File: src/rtl/ov7670_pkg.sv
// Shared constants and types for the OV7670 camera capture path.
package ov7670_pkg;

  localparam int unsigned DEF_H_PIXELS    = 640;
  localparam int unsigned DEF_V_LINES     = 480;
  localparam int unsigned DEF_ADDR_WIDTH  = 19;
  localparam int unsigned DEF_PIXEL_WIDTH = 4;
  localparam int unsigned FRAME_WORDS     = DEF_H_PIXELS * DEF_V_LINES;

  typedef enum logic [0:0] {
    WAIT_SYNC = 1'b0,
    ACTIVE    = 1'b1
  } cap_state_t;

endpackage

File: src/rtl/rgb565_to_gray4.sv
// Combinational RGB565 to 4-bit grey: (R5 + 2*G6[5:1] + B5) / 8.
module rgb565_to_gray4 (
  input  logic [15:0] rgb_i,
  output logic [3:0]  gray_o
);

  logic [6:0] sum;
  logic       unused_g_lsb;

  // G6[0] is dropped so green carries the same 5-bit weight as red and blue
  assign unused_g_lsb = rgb_i[5];

  always_comb begin
    sum    = 7'(rgb_i[15:11]) + 7'(rgb_i[10:6]) + 7'(rgb_i[10:6]) + 7'(rgb_i[4:0]);
    gray_o = sum[6:3];
  end

endmodule

File: src/rtl/ov7670_capture.sv
// OV7670 RGB565 byte-stream capture; writes 4-bit grey pixels to a linear frame buffer.
module ov7670_capture
  import ov7670_pkg::*;
#(
  parameter int unsigned H_PIXELS    = DEF_H_PIXELS,
  parameter int unsigned V_LINES     = DEF_V_LINES,
  parameter int unsigned ADDR_WIDTH  = DEF_ADDR_WIDTH,
  parameter int unsigned PIXEL_WIDTH = DEF_PIXEL_WIDTH
) (
  input  logic                   pclk,
  input  logic                   rst,
  input  logic                   cam_vsync,
  input  logic                   cam_href,
  input  logic [7:0]             cam_data,
  output logic [ADDR_WIDTH-1:0]  frame_addr,
  output logic [PIXEL_WIDTH-1:0] frame_pixel,
  output logic                   frame_we,
  output logic                   frame_done
);

  localparam int unsigned XW = $clog2(H_PIXELS + 1);
  localparam int unsigned YW = $clog2(V_LINES + 1);

  cap_state_t             state_q, state_d;
  logic                   phase_q, phase_d;
  logic [XW-1:0]          x_q, x_d;
  logic [YW-1:0]          y_q, y_d;
  logic [ADDR_WIDTH-1:0]  line_base_q, line_base_d;
  logic [7:0]             hi_byte_q, hi_byte_d;
  logic                   vsync_q, href_q;
  logic [ADDR_WIDTH-1:0]  frame_addr_q, frame_addr_d;
  logic [PIXEL_WIDTH-1:0] frame_pixel_q, frame_pixel_d;
  logic                   frame_we_q, frame_we_d;
  logic                   frame_done_q, frame_done_d;

  logic       vsync_rise, vsync_fall, href_fall;
  logic [3:0] gray;

  rgb565_to_gray4 u_gray (
    .rgb_i  ({hi_byte_q, cam_data}),
    .gray_o (gray)
  );

  assign vsync_rise = ~vsync_q & cam_vsync;
  assign vsync_fall = vsync_q & ~cam_vsync;
  assign href_fall  = href_q & ~cam_href;

  always_comb begin
    state_d       = state_q;
    phase_d       = phase_q;
    x_d           = x_q;
    y_d           = y_q;
    line_base_d   = line_base_q;
    hi_byte_d     = hi_byte_q;
    frame_addr_d  = frame_addr_q;
    frame_pixel_d = frame_pixel_q;
    frame_we_d    = 1'b0;
    frame_done_d  = 1'b0;

    unique case (state_q)
      WAIT_SYNC: begin
        if (vsync_fall) begin
          state_d     = ACTIVE;
          phase_d     = 1'b0;
          x_d         = '0;
          y_d         = '0;
          line_base_d = '0;
        end
      end
      ACTIVE: begin
        // vsync rise takes priority over any byte or href edge on the same cycle
        if (vsync_rise) begin
          state_d      = WAIT_SYNC;
          phase_d      = 1'b0;
          frame_done_d = 1'b1;
        end else if (href_fall) begin
          phase_d = 1'b0;
          if (x_q != '0 && y_q < YW'(V_LINES)) begin
            y_d         = y_q + 1'b1;
            line_base_d = line_base_q + ADDR_WIDTH'(H_PIXELS);
          end
          x_d = '0;
        end else if (cam_href) begin
          if (!phase_q) begin
            hi_byte_d = cam_data;
            phase_d   = 1'b1;
          end else begin
            phase_d = 1'b0;
            if (x_q < XW'(H_PIXELS) && y_q < YW'(V_LINES)) begin
              frame_we_d    = 1'b1;
              frame_addr_d  = line_base_q + ADDR_WIDTH'(x_q);
              frame_pixel_d = PIXEL_WIDTH'(gray);
            end
            // x saturates at H_PIXELS: further pixels on the line are discarded anyway
            if (x_q < XW'(H_PIXELS)) begin
              x_d = x_q + 1'b1;
            end
          end
        end
      end
      default: state_d = WAIT_SYNC;
    endcase
  end

  always_ff @(posedge pclk or posedge rst) begin
    if (rst) begin
      state_q       <= WAIT_SYNC;
      phase_q       <= 1'b0;
      x_q           <= '0;
      y_q           <= '0;
      line_base_q   <= '0;
      hi_byte_q     <= '0;
      vsync_q       <= 1'b0;
      href_q        <= 1'b0;
      frame_addr_q  <= '0;
      frame_pixel_q <= '0;
      frame_we_q    <= 1'b0;
      frame_done_q  <= 1'b0;
    end else begin
      state_q       <= state_d;
      phase_q       <= phase_d;
      x_q           <= x_d;
      y_q           <= y_d;
      line_base_q   <= line_base_d;
      hi_byte_q     <= hi_byte_d;
      vsync_q       <= cam_vsync;
      href_q        <= cam_href;
      frame_addr_q  <= frame_addr_d;
      frame_pixel_q <= frame_pixel_d;
      frame_we_q    <= frame_we_d;
      frame_done_q  <= frame_done_d;
    end
  end

  assign frame_addr  = frame_addr_q;
  assign frame_pixel = frame_pixel_q;
  assign frame_we    = frame_we_q;
  assign frame_done  = frame_done_q;

endmodule

File: config.mk
export PLATFORM = sky130hd
export DESIGN_NAME = ov7670_capture
export DESIGN_NICKNAME = d
export VERILOG_FILES = /design/src/rtl/ov7670_pkg.sv /design/src/rtl/rgb565_to_gray4.sv /design/src/rtl/ov7670_capture.sv
export SDC_FILE = /design/constraint.sdc
export NUM_CORES = 1
export LEC_CHECK = 0
export BUFFER_PORTS_ARGS = -buffer_cell sky130_fd_sc_hd__clkbuf_2
export CORE_MARGIN = 4
export CORE_UTILIZATION = 45
export DETAILED_ROUTE_END_ITERATION = 8
export PLACE_DENSITY = 0.66
export SKIP_CTS_REPAIR_TIMING = 1
export SLEW_MARGIN = 20
export SYNTH_ARGS = -nofsm -noshare
export SYNTH_HDL_FRONTEND = slang
export SYNTH_SLANG_ARGS = --single-unit
File: constraint.sdc
create_clock -name pclk -period 9.15 [get_ports pclk]
set_clock_uncertainty 0.05 [all_clocks]
set_input_delay 1.3725 -clock pclk [delete_from_list [all_inputs] [get_ports pclk]]
set_output_delay 1.3725 -clock pclk [all_outputs]
set_load 0.1 [all_outputs]
==> metrics.csv <==
metric,value,unit
preCtsSetupSlack,4861,ps
cp-start-kind,primary input,
fin_ws,5182,ps
yosys_warnings,0,
final_common_cell,nand2_1,
r2r_end,frame_pixel[2],
dr.pass1.iters,4,
drtAntennaViolNets,0,
nNetsFinal,478,
hold_viol,0,
max_freq,0.2520,GHz
drv_slew,0,
syn_inst,414,
synthArstFlopShare,1.000,
slowest_delay,450,ps
hold_class,flop to flop,
end_kind,flop,
setup_tns,0,ps
dr_total_vias,2981,
io_pins,37,
final_util,0.5158,
globalplace.congestion,0.8123,
fp.dieArea,10020,um^2
initial_core_util,0.4643,
cts_max_level,3,
min_to,frame_addr[3],
critPathKind,primary input to flop,
critical_path_arrival,4110,ps
whs,429.2,ps
finalCritPeriodShare,0.4337,
antenna_found_initial,0,
wl_per_cell,14.53,um
reg2reg_depth,13,
numCtsBuffers,9,
n_fill_cell,770,
port_buffers,36,
ys_ff_latch,68,
irDropWorstVdd,134.8,uV
cp_top_family,adder cells,
power_per_cell_area,282.9,nW/um^2
areaGrowthSynthToFinish,11.09,%
yosysSeqAreaShare,0.4460,
leakagePower,2.036,nW
setup_viol,0,
rsz0062_at_grt,false,
rr_startpoint,hi_byte_q[3],
rows,33,
place_area,4056,um^2
drive_gt1_frac,0.1467,
drc,0,
path_buf_inv,2,
fp.dieH,100.1,um
ys_types,49,
required,9300,ps
outcome,"complete, no violations",
grt_pass1_wl,13740,um
dpl.hpwl,5767,um
synth_edf_count,0,
fin_area,4238,um^2
instances_no_fill,555,
path_cells,"clkbuf_2, and2_1, fa_1, a21o_1, a21oi_1, xor2_1, fa_1, inv_1, ha_1, nand4b_1, o211ai_1, or3_1, nand2_1, o21ai_0",
tightest_slew,863.0,ps
grt_overflow_total,0,
relSlewSlack,0.4247,
grt_use_total,0.1718,
drt_iter0_drc,98,
drt-total-wl,8066,um
holdPathStages,2,
cts_root_buffer,clkbuf_8,
fin_crit,3968,ps
crit_fanout,4,
power,1.199,mW
clock_latency,340,ps
worst_path_most_repeated_cell,fa_1,
synth_area,3815,um^2
worstHoldStart,frame_addr[3],
grt_max_degree,69,
diodes,0,
clkTransAtPathRegs,70,ps
cap_violations,0,
syn_nets,447,
synthFlopType,dfrtp_1,
cts_tree,done,
final_cell_mix,"nand2_1 (71), dfrtp_1 (68), clkbuf_2 (36), o21ai_0 (33), nor2_1 (27)",
clock_sinks,68,
post_synth.cell_area_avg,9.215,um^2
clk_path_buf_depth,2,
core,8217,um^2
r2r_setup_slack,5890,ps
slowest_stage,fa_1,
placedCellCount,539,
viasPerCell,5.371,
grt_pass1_vias,2942,
die_w,100.1,um
[registers in the layout, indices dropped and copies added (netlist names)]
| register | flops |
|---|---|
| frame_addr | 19 |
| frame_done | 1 |
| frame_pixel | 4 |
| frame_we | 1 |
| hi_byte_q | 8 |
| href_q | 1 |
| line_base_q | 12 |
| phase_q | 1 |
| state_q | 1 |
| vsync_q | 1 |
| x_q | 10 |
| y_q | 9 |
[how the worst max path moves through the flow]
stage | from | end | slack [ps] | cells past startpoint
after CTS | cam_data[6] | frame_pixel[2] | 5220 | 14
final | cam_data[6] | frame_pixel[2] | 5180 | 14
after floorplan | cam_data[6] | frame_pixel[2] | 5160 | 13
after global routing | cam_data[6] | frame_pixel[2] | 5000 | 14
after detailed placement | cam_data[6] | frame_pixel[2] | 4860 | 14
after global placement | cam_data[6] | frame_pixel[2] | 4970 | 14
[tightest hold or removal path: stages, from the launching register on]
cell and delay (ps):
dfrtp_1 340, nand2_1 50, nand2_1 50
[cells by family after synthesis]
| kind of cell | Yosys count | synth area share |
|---|---|---|
| and+or+nand+nor | 162 | 0.2024 |
| AOI/OAI and AO/OA | 84 | 0.1417 |
| DFF | 68 | 0.4460 |
| buffers and inverters | 44 | 0.04788 |
| xor gates and xnor gates | 25 | 0.05740 |
| adders and majority gates | 21 | 0.07871 |
| muxes | 9 | 0.02493 |
| other | 1 | 0.0009830 |
[power by group]
group	switching (mW)	internal [mW]	leakage, nW	total [mW]
sequential	0.0488	0.353	0.888	0.402
combinational	0.386	0.177	1.05	0.562
clock	0.114	0.121	0.0937	0.235
total	0.548	0.650	2.04	1.20
[area by class of cell]
cell class | count | area [um^2] | share of cell area
clock buffers | 15 | 176.4 | 0.04163
clock inverters | 1 | 5.005 | 0.001181
inverters | 26 | 97.59 | 0.02303
multi-input cells | 302 | 1931 | 0.4556
flip-flops and latches | 68 | 1702 | 0.4015
well taps | 105 | 131.4 | 0.03100
repair buffers | 38 | 195.2 | 0.04606
[metal layers]
layer / part of all wire / track usage
met5: 0 / 0
met4: 0.018 / 0.06736
met3: 0.035 / 0.03058
met1: 0.47 / 0.2257
met2: 0.47 / 0.2832
[cell usage after synthesis (2+ instances only)]
cell type  count  area, um^2
o211ai_1       3       22.52
or3_1          4       25.02
dfrtp_1       68        1702
clkbuf_1      14       52.55
buf_6          2       22.52
o21ai_0       33       165.2
a22o_1         2       17.52
nor2_1        27       101.4
a21o_1         4       30.03
inv_1         25       93.84
o22a_1         6       52.55
xor2_1        20       175.2
nand3_1       13       65.06
or2_2          3       18.77
nand2b_1       5       31.28
o2bb2ai_1      2       17.52
a21oi_1       15       75.07
fa_1           5       100.1
o21a_1         3       22.52
mux2i_1        5       50.05
nor3_1        10       50.05
a221o_1        2       20.02
and3_1         5       31.28
a31oi_1        5       31.28
and2_1         6       37.54
o21bai_1       2       15.01
nand4_1       10       62.56
ha_1          16       200.2
buf_2          2       10.01
nand2_1       71       266.5
mux2_2         4       45.04
xnor2_1        5       43.79
Note: power is estimated with default switching activity, not from simulation.
